<file path="config.mk">
export PLATFORM = sky130hd
export DESIGN_NAME = pipe_ctrl
export DESIGN_NICKNAME = d
export VERILOG_FILES = /design/src/rtl/pipe_ctrl_pkg.sv /design/src/rtl/load_use_detect.sv /design/src/rtl/pipe_ctrl.sv
export SDC_FILE = /design/constraint.sdc
export NUM_CORES = 1
export LEC_CHECK = 0
export CORE_UTILIZATION = 45
export DETAILED_ROUTE_END_ITERATION = 6
export DONT_BUFFER_PORTS = 1
export PLACE_DENSITY_LB_ADDON = 0.15
export SLEW_MARGIN = 20
export SYNTH_ARGS = -nofsm -noshare
export SYNTH_HDL_FRONTEND = slang
export SYNTH_SLANG_ARGS = --single-unit
</file>
<file path="constraint.sdc">
create_clock -name clk -period 1.5 [get_ports clk]
set_input_delay 0.225 -clock clk [delete_from_list [all_inputs] [get_ports clk]]
set_output_delay 0.225 -clock clk [all_outputs]
set_load 0.02 [all_outputs]
</file>
<file path="src/rtl/pipe_ctrl_pkg.sv">
// Shared encodings and helpers for the pipeline stall/flush scheduler.
// Purely declarative: no latency, no flow control.
package pipe_ctrl_pkg;

  localparam int REG_W = 5;

  localparam logic [1:0] D_IDLE = 2'd0;
  localparam logic [1:0] D_ADDR = 2'd1;
  localparam logic [1:0] D_DATA = 2'd2;

  typedef struct packed {
    logic stall_if;
    logic stall_id;
    logic stall_ex;
    logic stall_mem;
    logic refresh_id;
    logic refresh_ex;
    logic refresh_mem;
    logic refresh_wb;
  } seg_ctrl_t;

  // Bits needed to hold values 0..v-1.
  function automatic int clog2(input int v);
    int r;
    r = 0;
    for (int i = 0; i < 31; i++) begin
      if ((1 << i) < v) r = i + 1;
    end
    return r;
  endfunction

endpackage

</file>
<file path="src/rtl/load_use_detect.sv">
// Flags an ID-stage read of a GPR that the load in EX has not yet produced.
// Combinational, zero latency; no flow control of its own.
module load_use_detect
  import pipe_ctrl_pkg::*;
(
  input  logic [REG_W-1:0] id_rs,
  input  logic [REG_W-1:0] id_rt,
  input  logic             id_rs_ren,
  input  logic             id_rt_ren,
  input  logic             ex_load,
  input  logic             ex_regwen,
  input  logic [REG_W-1:0] ex_wreg,
  output logic             lu
);

  logic rs_hit;
  logic rt_hit;

  assign rs_hit = id_rs_ren & (id_rs == ex_wreg);
  assign rt_hit = id_rt_ren & (id_rt == ex_wreg);

  // $zero is never a real dependency.
  assign lu = ex_load & ex_regwen & (ex_wreg != '0) & (rs_hit | rt_hit);

endmodule

</file>
<file path="src/rtl/pipe_ctrl.sv">
// Stall/refresh scheduler for the four segment registers; outputs are combinational from state plus inputs.
// Bus waits stall everything up to MEM; flushes wait for the data bus so no response is orphaned.
module pipe_ctrl
  import pipe_ctrl_pkg::*;
#(
  parameter int DIV_CYCLES = 33
) (
  input  logic       clk,
  input  logic       reset,
  input  logic [4:0] id_rs,
  input  logic [4:0] id_rt,
  input  logic       id_rs_ren,
  input  logic       id_rt_ren,
  input  logic       ex_load,
  input  logic       ex_regwen,
  input  logic [4:0] ex_wreg,
  input  logic       ex_div_start,
  input  logic       if_inst_addr_ok,
  input  logic       if_inst_data_ok,
  input  logic       mem_data_req,
  input  logic       mem_data_addr_ok,
  input  logic       mem_data_data_ok,
  input  logic       exc_valid,
  output logic       stall_if,
  output logic       stall_id,
  output logic       stall_ex,
  output logic       stall_mem,
  output logic       refresh_id,
  output logic       refresh_ex,
  output logic       refresh_mem,
  output logic       refresh_wb,
  output logic       inst_discard,
  output logic       div_busy
);

  localparam int              CW       = clog2(DIV_CYCLES);
  localparam logic [CW-1:0]   DIV_LOAD = CW'(DIV_CYCLES - 1);

  logic [1:0]    dstate;
  logic [1:0]    dstate_nxt;
  logic [CW-1:0] div_cnt;
  logic [CW-1:0] div_cnt_nxt;
  logic          inst_out;
  logic          inst_out_nxt;
  logic          discard;
  logic          discard_nxt;

  logic          ifetch_wait;
  logic          dwait;
  logic          flush;
  logic          lu;
  logic          cnt_nz;
  seg_ctrl_t     ctl;

  load_use_detect u_lu (
    .id_rs     (id_rs),
    .id_rt     (id_rt),
    .id_rs_ren (id_rs_ren),
    .id_rt_ren (id_rt_ren),
    .ex_load   (ex_load),
    .ex_regwen (ex_regwen),
    .ex_wreg   (ex_wreg),
    .lu        (lu)
  );

  assign cnt_nz      = (div_cnt != '0);
  assign ifetch_wait = inst_out & ~if_inst_data_ok;
  assign dwait       = ((dstate != D_IDLE) | mem_data_req)
                     & ~((dstate == D_DATA) & mem_data_data_ok);
  // An exception is only honoured once the data bus is quiet.
  assign flush       = exc_valid & ~dwait;

  always_comb begin
    dstate_nxt = dstate;
    case (dstate)
      D_IDLE: begin
        if (mem_data_req) dstate_nxt = mem_data_addr_ok ? D_DATA : D_ADDR;
      end
      D_ADDR: begin
        if (mem_data_addr_ok) dstate_nxt = D_DATA;
      end
      D_DATA: begin
        if (mem_data_data_ok) dstate_nxt = D_IDLE;
      end
      default: dstate_nxt = D_IDLE;
    endcase
  end

  always_comb begin
    inst_out_nxt = inst_out;
    if (if_inst_addr_ok)      inst_out_nxt = 1'b1;
    else if (if_inst_data_ok) inst_out_nxt = 1'b0;
  end

  // A flush with a fetch in flight marks that response as stale.
  always_comb begin
    discard_nxt = discard;
    if (flush & ifetch_wait)  discard_nxt = 1'b1;
    else if (if_inst_data_ok) discard_nxt = 1'b0;
  end

  // The divider holds while the data bus keeps the whole pipe frozen.
  always_comb begin
    div_cnt_nxt = div_cnt;
    if (flush)                div_cnt_nxt = '0;
    else if (ex_div_start)    div_cnt_nxt = DIV_LOAD;
    else if (cnt_nz & ~dwait) div_cnt_nxt = div_cnt - CW'(1);
  end

  always_comb begin
    ctl = '0;
    if (reset) begin
      ctl = '0;
    end else if (flush) begin
      ctl.refresh_id  = 1'b1;
      ctl.refresh_ex  = 1'b1;
      ctl.refresh_mem = 1'b1;
      ctl.refresh_wb  = 1'b1;
    end else if (dwait) begin
      ctl.stall_if   = 1'b1;
      ctl.stall_id   = 1'b1;
      ctl.stall_ex   = 1'b1;
      ctl.stall_mem  = 1'b1;
      ctl.refresh_wb = 1'b1;
    end else if (cnt_nz) begin
      ctl.stall_if    = 1'b1;
      ctl.stall_id    = 1'b1;
      ctl.stall_ex    = 1'b1;
      ctl.refresh_mem = 1'b1;
    end else if (lu) begin
      ctl.stall_if   = 1'b1;
      ctl.stall_id   = 1'b1;
      ctl.refresh_ex = 1'b1;
    end else if (ifetch_wait) begin
      ctl.stall_if   = 1'b1;
      ctl.refresh_id = 1'b1;
    end
  end

  always_ff @(posedge clk) begin
    if (reset) begin
      dstate   <= D_IDLE;
      div_cnt  <= '0;
      inst_out <= 1'b0;
      discard  <= 1'b0;
    end else begin
      dstate   <= dstate_nxt;
      div_cnt  <= div_cnt_nxt;
      inst_out <= inst_out_nxt;
      discard  <= discard_nxt;
    end
  end

  assign stall_if     = ctl.stall_if;
  assign stall_id     = ctl.stall_id;
  assign stall_ex     = ctl.stall_ex;
  assign stall_mem    = ctl.stall_mem;
  assign refresh_id   = ctl.refresh_id;
  assign refresh_ex   = ctl.refresh_ex;
  assign refresh_mem  = ctl.refresh_mem;
  assign refresh_wb   = ctl.refresh_wb;
  assign inst_discard = discard & ~reset;
  assign div_busy     = cnt_nz & ~reset;

endmodule

</file>
==> metrics.cfg <==
[yosys]
syn_inst = 91
ys_seq_area_frac = 0.2716
synth_area_per_cell_um2 = 8.098
synth_cell_type_count = 34
syn_area_um2 = 737.0
yosysWarnings = 0
ys.flop_type = dfxtp_1
ys_async_sr_fraction = 0
ys_ff_latch = 10
synth_edf_count = 0
syn_nets = 121

[grt]
antenna_found_initial = 0
grt_pass1_wl_um = 2656
use_met3 = 0.02155
grt_max_degree = 13
grt_use_met1 = 0.2090
track_usage = 0.2000
met2_usage = 0.3477
grt_pass1_vias = 669
top_usage_layer = met2
overflow = 0

[worst_hold_path]
hold_start = reset
hp-class = in2reg
min_to = dstate[1]$_SDFFE_PP0P_
hold_depth = 1

[floorplanning]
num_rows = 14
dieArea_mm2 = 0.001804
die_h_um = 42.47
core-area_mm2 = 0.001524
die_w_um = 42.47
initial_core_util = 0.4836
io_pins = 38

[worst_setup_path]
startpoint = div_cnt[0]$_SDFFE_PP0P_
critPathCaptureType = output port
timing_worst_setup_path_type = reg2out
cp_max_fo = 5
critPathLaunchType = register
critPathRequiredTime_ps = 1270
critPathMaxStageDelay_ps = 330
crit_top_cell = o21ai_1
r2r-start = dstate[1]$_SDFFE_PP0P_
arrival_ps = 1550
r2r_slack_ps = -140
r2r_cells = 8
crit_slowest_cell = dfxtp_2
rr_endpoint = div_cnt[5]$_SDFFE_PP0P_
crit_chain = inv_2 -> ha_4 -> and3b_2 -> o21ai_1 -> nand2b_1 -> o21ai_1 -> buf_4

[clock_network]
cts_made_buffers = 3
cts_tree = done
hold_buffers = 0
cts_sinks = 10
clkTransAtPathRegs_ps = 60
htreeDepth = 1
clockRootBuffer = clkbuf_4
cts_buffer_depth = 2
insertion_delay_ps = 250

[placement]
place_ws_ps = -86.53
hpwlAfterDp_um = 1261
port_buffers = 0
place.gp.congestion = 0.7446

[finish]
final_common_cell = buf_4
fillers = 123
drive_above_1_share = 0.4732
fin_nets = 144
final_cell_mix = buf_4, xnor2_1, nor2_1
area_growth_pct = 42.45
seq_area_um2 = 209.0
n_antenna_cell = 0
multi_input_area_um2 = 608.1

[route]
first_pass_iters = 4
wire_per_inst_um = 14.94
ant_nets = 0
vias = 746
vias_per_cell = 5.828
drtIter0Drc = 15
route.detailed.drc = 0
routed_wl_um = 1912

[sta]
finClkSkew_ps = 0.5304
hold_viol = 0
fmax_mhz = 562.8
setup_viol_count_final = 15
setup_slack_ps = -277.0
fin_crit_ps = 1777
finalMaxSlewViolations = 0
slew-limit-headroom = 0.7370
rsz0062_at_grt = true
worstMarginPinSlew_ps = 393.7
post-route-period-util = 1.185

[power_and_ir_drop]
leakage_uw = 0.0003973
vdd_drop_max_v = 0.0005540
power.density_mw_per_mm2 = 812.4
power_uw = 852.8

[run]
drv_cap = 0

[outcome]
violations = setup timing
status = finished, violations left

## synth_stat cells, drive strengths merged, types with 2 or more instances
library cell,count,area [um^2]
a21oi,6,37.54
nand3,3,15.01
o21a,2,15.01
o21ai,2,10.01
nand2,5,18.77
xor2,3,26.28
nor2b,2,12.51
ha,2,25.02
nor2,14,55.06
inv,4,15.01
nor3,2,10.01
xnor2,12,105.1
nand2b,2,12.51
nand4,4,25.02
dfxtp,10,200.2
a21boi,2,15.01
## state kept, by name, summed over array words and instances (netlist names)
| register | count |
|---|---|
| dstate | 2 |
| div_cnt | 6 |
| inst_out | 1 |
| discard | 1 |
## how the worst max path moves through the flow
stage	end	slack [ps]	cells after the start
2_1_floorplan	refresh_ex	3	5
3_3_place_gp	stall_if	-40	5
3_5_place_dp	refresh_id	-90	4
4_1_cts	stall_if	-230	7
5_1_grt	stall_if	-350	7
6_report	stall_if	-280	7
## final cells by class
| type | instances | share of cell area |
|---|---|---|
| clock buffer | 3 | 0.02145 |
| inverter | 4 | 0.01669 |
| multi-input combinational | 75 | 0.5793 |
| sequential | 10 | 0.1990 |
| tap | 16 | 0.01907 |
| timing repair buffer | 20 | 0.1645 |
## power by group
part	leakage, uW	internal, uW	switching, uW	total [uW]
Clock	0.0000138	92.0	79.8	172
Sequential	0.0000843	282	12.7	294
Combinational	0.000299	201	186	387
Total	0.000397	575	278	853
## critical path: cells and delay by family, from the launching register on
family	cells	cell delay, ps
AO/OA/AOI/OAI	2	250
adder cells (fa/ha/maj)	1	150
flip-flops	1	330
AND/OR/NAND/NOR	2	370
buffers and inverters	2	200
## through the flow
stage / utilization / instance area, um^2 / setup TNS [ps] / hold WS [ps] / instances
after global routing: 0.6888 / 1050 / -2970 / 21.45 / 128
after CTS: 0.6084 / 927.1 / -1010 / 31.90 / 119
final: 0.6888 / 1050 / -2081 / 32.30 / 128
after floorplan: - / 744.5 / 0 / 301.8 / 91
after global placement: 0.5411 / 824.5 / -96.39 / 298.8 / 115
after detailed placement: 0.5411 / 824.5 / -187.2 / 301.7 / 115
## per-layer routing
layer	vias up	share of wire
met4	0	0.015
li1	357	-
met2	37	0.53
met5	-	0
met3	4	0.067
met1	348	0.39
## cells by family (layout without fill, tap and decap cells)
family                   Yosys count  count (layout)  synth area share
AND/OR/NAND/NOR                   41              41            0.2954
buffers and inverters              6              27           0.04074
XOR/XNOR                          15              15            0.1783
flip-flops                        10              10            0.2716
adder cells (fa/ha/maj)            2               2           0.03395
AO/OA/AOI/OAI                     17              17            0.1800
## repair_timing
action | CTS | global route
pin swaps | 6 | 12
gates resized for setup | 20 | 17
buffers inserted | 1 | 9
setup endpoints to repair | 9 | 9
endpoints found under the hold margin | 0 | 0
(Power assumes the default switching activity.)
